===== src/rtl/dmem_arbiter.sv =====
// Two-master round-robin arbiter for the shared data-memory/MMIO port, with a
// bounded burst length. Optional owner lock is enabled by DMEM_ARB_LOCK_EN.
module dmem_arbiter #(
  parameter int AW        = 32,
  parameter int DW        = 32,
  parameter int MAX_BURST = 4
) (
  input  logic          clock,
  input  logic          reset,
  input  logic          m0_req,
  input  logic          m0_we,
  input  logic [AW-1:0] m0_addr,
  input  logic [DW-1:0] m0_wdata,
  input  logic [2:0]    m0_op,
  input  logic          m1_req,
  input  logic          m1_we,
  input  logic [AW-1:0] m1_addr,
  input  logic [DW-1:0] m1_wdata,
  input  logic [2:0]    m1_op,
`ifdef DMEM_ARB_LOCK_EN
  input  logic          m0_lock,
  input  logic          m1_lock,
`endif
  output logic          m0_gnt,
  output logic          m1_gnt,
  output logic          m0_rvalid,
  output logic          m1_rvalid,
  output logic [DW-1:0] m0_rdata,
  output logic [DW-1:0] m1_rdata,
  output logic [AW-1:0] mem_addr,
  output logic [DW-1:0] mem_wdata,
  output logic [2:0]    mem_op,
  output logic          mem_we,
  output logic          mem_re,
  input  logic [DW-1:0] mem_rdata,
  output logic [1:0]    owner
);

  localparam int CW = $clog2(MAX_BURST) + 1;
  localparam logic [CW-1:0] CMAX = CW'(MAX_BURST);

  // Encoding doubles as the owner output.
  typedef enum logic [1:0] {IDLE = 2'b00, OWN0 = 2'b01, OWN1 = 2'b10} state_e;

  state_e        state_q, state_d;
  logic          prio_q, prio_d;   // 0 = M0 wins an idle tie
  logic [CW-1:0] cnt_q, cnt_d;
  logic [1:0]    rtag_q, rtag_d;   // {m1 read pending, m0 read pending}

  logic          sel1, own_any, req_own, req_oth, grant, own_lock;
  logic [CW-1:0] cnt_base, cnt_nxt;
  state_e        oth_state;

`ifdef DMEM_ARB_LOCK_EN
  logic lock_q, lock_d;
  always_ff @(posedge clock or negedge reset)
    if (!reset) lock_q <= 1'b0;
    else        lock_q <= lock_d;
`endif

  always_comb begin
    sel1      = (state_q == OWN1);
    own_any   = (state_q == OWN0) || (state_q == OWN1);
    req_own   = sel1 ? m1_req : m0_req;
    req_oth   = sel1 ? m0_req : m1_req;
    oth_state = sel1 ? OWN0 : OWN1;
    grant     = own_any && req_own;
`ifdef DMEM_ARB_LOCK_EN
    own_lock  = own_any && (sel1 ? m1_lock : m0_lock);
    lock_d    = own_lock;
    // Releasing the lock restarts the burst count from zero.
    cnt_base  = (lock_q && !own_lock) ? '0 : cnt_q;
`else
    own_lock  = 1'b0;
    cnt_base  = cnt_q;
`endif
    cnt_nxt   = (grant && cnt_base != CMAX) ? cnt_base + CW'(1) : cnt_base;

    m0_gnt    = grant && !sel1;
    m1_gnt    = grant && sel1;
    mem_addr  = '0;
    mem_wdata = '0;
    mem_op    = '0;
    mem_we    = 1'b0;
    mem_re    = 1'b0;
    if (grant) begin
      mem_addr  = sel1 ? m1_addr  : m0_addr;
      mem_wdata = sel1 ? m1_wdata : m0_wdata;
      mem_op    = sel1 ? m1_op    : m0_op;
      mem_we    = sel1 ? m1_we    : m0_we;
      mem_re    = !mem_we;
    end

    state_d = state_q;
    cnt_d   = cnt_nxt;
    prio_d  = grant ? !sel1 : prio_q;
    rtag_d  = {m1_gnt && !m1_we, m0_gnt && !m0_we};

    case (state_q)
      IDLE: begin
        cnt_d = '0;
        if (m0_req && m1_req) state_d = prio_q ? OWN1 : OWN0;
        else if (m0_req)      state_d = OWN0;
        else if (m1_req)      state_d = OWN1;
      end
      OWN0, OWN1: begin
        if (own_lock) begin
          state_d = state_q;
        end else if (req_oth && (!req_own || cnt_nxt == CMAX)) begin
          state_d = oth_state;
          cnt_d   = '0;
        end else if (!req_own && !req_oth) begin
          state_d = IDLE;
          cnt_d   = '0;
        end
      end
      default: begin
        state_d = IDLE;
        cnt_d   = '0;
      end
    endcase
  end

  always_ff @(posedge clock or negedge reset) begin
    if (!reset) begin
      state_q <= IDLE;
      prio_q  <= 1'b0;
      cnt_q   <= '0;
      rtag_q  <= '0;
    end else begin
      state_q <= state_d;
      prio_q  <= prio_d;
      cnt_q   <= cnt_d;
      rtag_q  <= rtag_d;
    end
  end

  assign owner     = state_q;
  assign m0_rvalid = rtag_q[0];
  assign m1_rvalid = rtag_q[1];
  assign m0_rdata  = rtag_q[0] ? mem_rdata : '0;
  assign m1_rdata  = rtag_q[1] ? mem_rdata : '0;

endmodule

===== config.mk =====
export PLATFORM = sky130hd
export DESIGN_NAME = dmem_arbiter
export DESIGN_NICKNAME = d
export VERILOG_FILES = /design/src/rtl/dmem_arbiter.sv
export SDC_FILE = /design/constraint.sdc
export NUM_CORES = 1
export LEC_CHECK = 0
export ABC_AREA = 0
export BUFFER_PORTS_ARGS = -buffer_cell sky130_fd_sc_hd__buf_2
export CAP_MARGIN = 20
export CORE_AREA = 2 2 121 123
export DETAILED_ROUTE_END_ITERATION = 8
export DIE_AREA = 0 0 123 125
export GPL_TIMING_DRIVEN = 0
export SKIP_CTS_REPAIR_TIMING = 1
export SYNTH_ARGS = -nofsm -noshare
export SYNTH_HDL_FRONTEND = slang
export SYNTH_SLANG_ARGS = --single-unit

===== constraint.sdc =====
create_clock -name clock -period 4.1 [get_ports clock]
set_input_delay 0.41 -clock clock [delete_from_list [all_inputs] [get_ports clock]]
set_output_delay 0.41 -clock clock [all_outputs]
set_load 0.03 [all_outputs]

==> flow_metrics.tcl, run 1 <==
set metrics [dict create \
    drt.antenna.violating_nets 0 \
    synthFlopType "dfrtp_1" \
    synth_cells 210 \
    finalSetupViolCount 0 \
    hold_class "input pin to asynchronous set/reset pin" \
    yosysMostFrequentCell "a22o_1" \
    p_sw_frac 0.608 \
    synth_edf_count 0 \
    drt_iter0_drc 81 \
    ioPinCount 311 \
    dieHeight_um 125 \
    portBuffers 309 \
    leakagePower_nw 2.17 \
    pwr-share-comb 0.857 \
    fmax_mhz 324 \
    critPathArrivalTime_ns 2.68 \
    initial_core_util 0.117 \
    grt_use_total 0.125 \
    synthAdderAreaFrac 0.0377 \
    ff2ff_path_depth 6 \
    die-width_um 123 \
    cp_common_cell "buf_2" \
    finalCritPeriodShare 0.754 \
    tns_ns 0 \
    cts_buffers 3 \
    clock_sinks 8 \
    rows 44 \
    worst_slew_pin_slew_ns 0.510 \
    timing.rr.end "rtag_q[0]$_DFF_PN0_" \
    dp_hpwl_um 9440 \
    cap_violations 0 \
    worst_setup_path_start_kind "flip-flop" \
    clk_latency_ns 0.23 \
    critPathLaunch "owner[1]$_DFFE_PN0P_" \
    cp.required_ns 3.69 \
    synth_top_area_share 0.353 \
    synthTopCellsByArea "a22o_1 35%, and2_1 24%, dfrtp_1 12%, clkbuf_1 3.8%, ha_1 3.8%" \
    worstPathCellList "inv_1 -> ha_1 -> nand3_1 -> inv_2 -> buf_2 -> buf_1 -> a22o_1 -> buf_2" \
    rr_startpoint "owner[1]$_DFFE_PN0P_" \
    power_mw 1.99 \
    clock_path_buffers 2 \
    vias_per_cell 4.18 \
    rsz0062_at_grt "no" \
    seqPwrFrac 0.058 \
    clk_pin_slew_worst_paths_ns 0.04 \
    cts_root_buffer "clkbuf_16" \
    hold_viol 0 \
    drc_errors 0 \
    wl_per_cell_um 15.1 \
    synth-xor-area-share 0.0106 \
    drive_above_1_share 0.619 \
    synth_cell_type_count 33 \
    min_period_ns 3.09 \
    yosysSeqAreaShare 0.121 \
    slew_headroom 0.660 \
    fin_skew_ns 0.00303 \
    power_density_mw_per_mm2 565 \
    synth_top_cell_by_area "a22o_1" \
    htreeDepth 1 \
    cpMaxStageDelayCell "ha_1" \
    synth_compound_area_frac 0.421 \
    synth_top_family_by_area "compound AO/OA/AOI/OAI gates" \
    crit_path_max_fanout 10 \
    area_growth_pct 112 \
    synth_mux_area_frac 0.0407 \
    syn_avg_cell_area_um2 7.91 \
    r2r_setup_slack_ns 2.01 \
    intPower_mw 0.779 \
    place_congestion 0.755 \
    p_sw_mw 1.21 \
    crit_type "flip-flop to output pin" \
    whs_ns 0.0216 \
    antenna_found_initial 1 \
    nNetsFinal 701 \
    slowest_delay_ns 0.45 \
    routed_wl_um 10700 \
    synth_area_mm2 0.00166 \
    vias 2956 \
    ir_drop_v 0.000265 \
    overflow 0 \
    grt_pass1_wl_um 14600 \
    status "complete, no violations" \
    synthArstFlopShare 1.00 \
    cts_tree "built" \
    synthSimpleGateAreaFrac 0.298 \
    core-area_mm2 0.0142 \
    ys_seq_elements 8 \
    first_pass_iters 4 \
    crit_end "mem_addr[17]" \
    p_clk_frac 0.085 \
    synth_warnings 0 \
    grt_start_max_net_pins 11 \
    worstSetupEndpointType "output pin" \
    synth_commonest_cells "67 x a22o_1, 64 x and2_1, 17 x clkbuf_1, 8 x dfrtp_1, 6 x inv_1" \
    drv_slew 0 \
    grt_pass1_vias 2714 \
    syn_nets 387 \
    die_area_mm2 0.0154 \
]
-- layer usage --
metal,GRT usage,vias to the layer above,routed length [µm]
met3,0.0196,15,1100
met1,0.149,1307,4070
met5,0,-,0
met4,0.0361,0,196
met2,0.228,223,5310
li1,-,1411,-
-- power by group through the flow --
| stage | clock [mW] | sequential, mW | combinational, mW |
|---|---|---|---|
| 3_5_place_dp | 0 | 0.118 | 1.71 |
| 6_report | 0.168 | 0.116 | 1.70 |
| 2_1_floorplan | 0 | 0.136 | 1.15 |
| 4_1_cts | 0.174 | 0.117 | 1.72 |
| 3_3_place_gp | 0 | 0.117 | 1.71 |
| 5_1_grt | 0.176 | 0.119 | 1.81 |
-- worst max-delay path, delay by kind of cell (launching register included) --
kind	cells	cell delay, ns
AO/OA/AOI/OAI	1	0.21
adder cells (fa/ha/maj)	1	0.45
buffers and inverters	5	1.18
flip-flops	1	0.39
AND/OR/NAND/NOR	1	0.22
-- registers in the layout, indices dropped and copies added (netlist names) --
register / flops
prio_q: 1
owner: 2
rtag_q: 2
cnt_base: 3
-- cells in the final DEF (no fill, tap or decap), drive strengths merged, types with 2 or more instances in the layout --
cell      n
a31oi     2
inv       7
a311oi    2
clkbuf   20
nand3     3
ha        5
buf     315
nand2     3
o21ai     3
mux2i     4
xnor2     2
and3      2
nor2      3
dfrtp     8
a22o     67
and2     64
-- kinds of logic after synthesis --
kind of cell	after synthesis
compound gates	81
simple gates	79
buf+inv	30
flops	8
mux	5
fa+ha+maj	5
xor+xnor	2
-- layout make-up --
type | count | area, µm²
Antenna cell | 1 | 2.50
Buffer | 23 | 91.3
Clock buffer | 3 | 75.1
Fill cell | 1611 | 10700
Inverter | 7 | 26.3
Multi-Input combinational cell | 172 | 1340
Sequential cell | 8 | 200
Tap cell | 184 | 230
Timing Repair Buffer | 309 | 1550
-- stage by stage --
| stage | instance area, µm² | cells | worst slack (ns) | utilization |
|---|---|---|---|---|
| final | 3510 | 707 | 1.01 | 0.247 |
| after global routing | 3510 | 707 | 0.761 | 0.247 |
| after CTS | 3510 | 706 | 0.985 | 0.247 |
| after detailed placement | 3440 | 703 | 1.26 | 0.242 |
| after global placement | 3440 | 703 | 1.25 | 0.242 |
| after floorplan | 1660 | 210 | 1.52 | - |
-- worst min path at each step --
stage / to / start / slack [ns]
after CTS: owner[0]$_DFFE_PN0P_ / reset / 0.03
after global routing: owner[1]$_DFFE_PN0P_ / reset / 0.03
after detailed placement: owner[0]$_DFFE_PN0P_ / reset / 0.28
final: owner[0]$_DFFE_PN0P_ / reset / 0.02
after global placement: owner[0]$_DFFE_PN0P_ / reset / 0.28
after floorplan: cnt_base[0]$_DFF_PN0_ / reset / 0.11
Power figures use the tool's default switching activity.
==> run 2, diff against run 1 <==
--- a/config.mk
+++ b/config.mk
@@ -8,9 +8,9 @@
 export ABC_AREA = 0
 export BUFFER_PORTS_ARGS = -buffer_cell sky130_fd_sc_hd__buf_2
 export CAP_MARGIN = 20
-export CORE_AREA = 2 2 121 123
+export CORE_AREA = 2 2 122 124
 export DETAILED_ROUTE_END_ITERATION = 8
-export DIE_AREA = 0 0 123 125
+export DIE_AREA = 0 0 124 126
 export GPL_TIMING_DRIVEN = 0
 export SKIP_CTS_REPAIR_TIMING = 1
 export SYNTH_ARGS = -nofsm -noshare
==> constraint.sdc (replaced) <==
create_clock -name clock -period 2.53 [get_ports clock]
set_input_delay 0.253 -clock clock [delete_from_list [all_inputs] [get_ports clock]]
set_output_delay 0.253 -clock clock [all_outputs]
set_load 0.03 [all_outputs]
==> run 2 against run 1 <==
Net effect: count of clock-buffer cells in the layout is the same; first-iteration DRC count shrank 20%; wire length grew 5.5%; sequential power grew 68%; largest power group unchanged; die area grew 1.6%; critical path type unchanged; worst setup slack lost 0.85 ns; critical endpoint is now mem_addr[21]; register-to-register slack lost 1.5 ns.
==> flow_metrics.tcl, run 2 (same netlist as run 1, synthesis figures left out) <==
set metrics [dict create \
    cts_root_buffer "clkbuf_16" \
    clk_pin_slew_worst_paths_ns 0.04 \
    cp.required_ns 2.28 \
    ir_drop_v 0.000322 \
    cts_buffers 3 \
    min_period_ns 2.37 \
    final_core_util 0.251 \
    instances_no_fill 707 \
    clock_sinks 8 \
    hold_path_depth 2 \
    die-width_um 124 \
    nNetsFinal 701 \
    pwr-share-comb 0.861 \
    antenna_found_initial 2 \
    rows 44 \
    critPathArrivalTime_ns 2.11 \
    fin_skew_ns 0.00186 \
    hold_class "input pin to flip-flop" \
    routed_wl_um 11300 \
    final_cell_mix "311 x buf_2, 67 x a22o_1, 64 x and2_1" \
    core-area_mm2 0.0143 \
    dp_cells 703 \
    drc_errors 0 \
    grt_use_total 0.130 \
    rr_startpoint "owner[0]$_DFFE_PN0P_" \
    cap_violations 0 \
    wl_per_cell_um 15.9 \
    fmax_mhz 422 \
    htreeDepth 1 \
    dieHeight_um 126 \
    status "complete, no violations" \
    area_growth_pct 116 \
    worst_slew_pin_slew_ns 0.400 \
    ff2ff_path_depth 7 \
    overflow 0 \
    dp_hpwl_um 10200 \
    vias_per_cell 4.08 \
    drt.antenna.violating_nets 0 \
    p_sw_frac 0.598 \
    die_area_mm2 0.0156 \
    timing.rr.end "owner[1]$_DFFE_PN0P_" \
    grt_start_max_net_pins 11 \
    whs_endpoint "rtag_q[0]$_DFF_PN0_" \
    ioPinCount 311 \
    first_pass_iters 4 \
    tns_ns 0 \
    clock_path_buffers 2 \
    vias 2887 \
    slew_headroom 0.734 \
    worstSetupEndpointType "output pin" \
    p_clk_frac 0.080 \
    r2r_setup_slack_ns 0.49 \
    intPower_mw 1.34 \
    min-delay-start "m0_we" \
    clk_latency_ns 0.23 \
    power_density_mw_per_mm2 927 \
    drt_iter0_drc 65 \
    p_sw_mw 1.99 \
    drv_slew 0 \
    finalCritPeriodShare 0.936 \
    worst_setup_path_start_kind "flip-flop" \
    rsz0062_at_grt "no" \
    grt_pass1_wl_um 14900 \
    crit_type "flip-flop to output pin" \
    place_congestion 0.805 \
    layout_commonest_cell "buf_2" \
    hold_viol 0 \
    crit_path_max_fanout 10 \
    leakagePower_nw 2.22 \
    grt_pass1_vias 2645 \
    seqPwrFrac 0.059 \
    largest_register_ffs 3 \
    drive_above_1_share 0.651 \
    initial_core_util 0.116 \
    cts_tree "built" \
    portBuffers 309 \
    fillers 1615 \
    finalSetupViolCount 0 \
]
[run 2: cell count changes in the layout (fill, tap and decap cells not counted), sizes merged]
cell         before  now
clkinv            0    1
inv               7    6
clkbuf           20   21
buf             315  313
dlygate4sd3       0    1
[run 2: area by class of cell]
type / instances / area (µm²) / share of cell area
inverter: 7 / 31.3 / 0.00871
clock buffer: 3 / 75.1 / 0.0209
timing repair buffer: 310 / 1560 / 0.435
multi-input combinational: 172 / 1380 / 0.383
tap: 184 / 230 / 0.0641
antenna: 1 / 2.50 / 0.000697
buffer: 22 / 113 / 0.0313
sequential: 8 / 201 / 0.0561
[run 2: through the flow]
stage                     setup WS, ns  total power, mW  cell area [µm²]  hold WS [ns]
after floorplan                  0.105             2.08             1660       -0.0426
after global placement          -0.261             3.00             3440         0.117
after detailed placement        -0.275             3.00             3440         0.121
after CTS                       -0.531             3.28             3510        -0.128
after global routing            0.0277             3.54             3590         0.195
final                            0.162             3.33             3590         0.191
[run 2: worst max path at each step]
stage                         startpoint            to  slack [ns]  cells past startpoint
floorplan           owner[0]$_DFFE_PN0P_  mem_addr[22]        0.10                      6
global placement    owner[1]$_DFFE_PN0P_  mem_wdata[4]       -0.26                      7
detailed placement  owner[1]$_DFFE_PN0P_  mem_wdata[4]       -0.27                      7
CTS                 owner[1]$_DFFE_PN0P_  mem_wdata[4]       -0.53                      7
global route        owner[0]$_DFFE_PN0P_  mem_addr[21]        0.03                      8
finish              owner[0]$_DFFE_PN0P_  mem_addr[21]        0.16                      8
[run 2: per-layer routing]
metal	GRT usage	vias up	wire length [µm]
li1	-	1410	-
met5	0	-	0
met3	0.0213	6	1030
met2	0.251	200	5950
met1	0.146	1271	4200
met4	0.0297	0	73
[run 2: critical path: stages, from the launching register on]
cell	delay (ns)
dfrtp_1	0.36
inv_1	0.13
ha_4	0.35
nand3_2	0.15
clkinv_4	0.12
buf_4	0.18
buf_4	0.19
a22o_1	0.20
clkbuf_4	0.21
[run 2: power by group through the flow]
stage | sequential [mW] | combinational [mW] | clock [mW]
floorplan | 0.221 | 1.86 | 0
global placement | 0.193 | 2.80 | 0
detailed placement | 0.193 | 2.81 | 0
CTS | 0.192 | 2.81 | 0.276
global route | 0.201 | 3.06 | 0.281
finish | 0.195 | 2.87 | 0.267
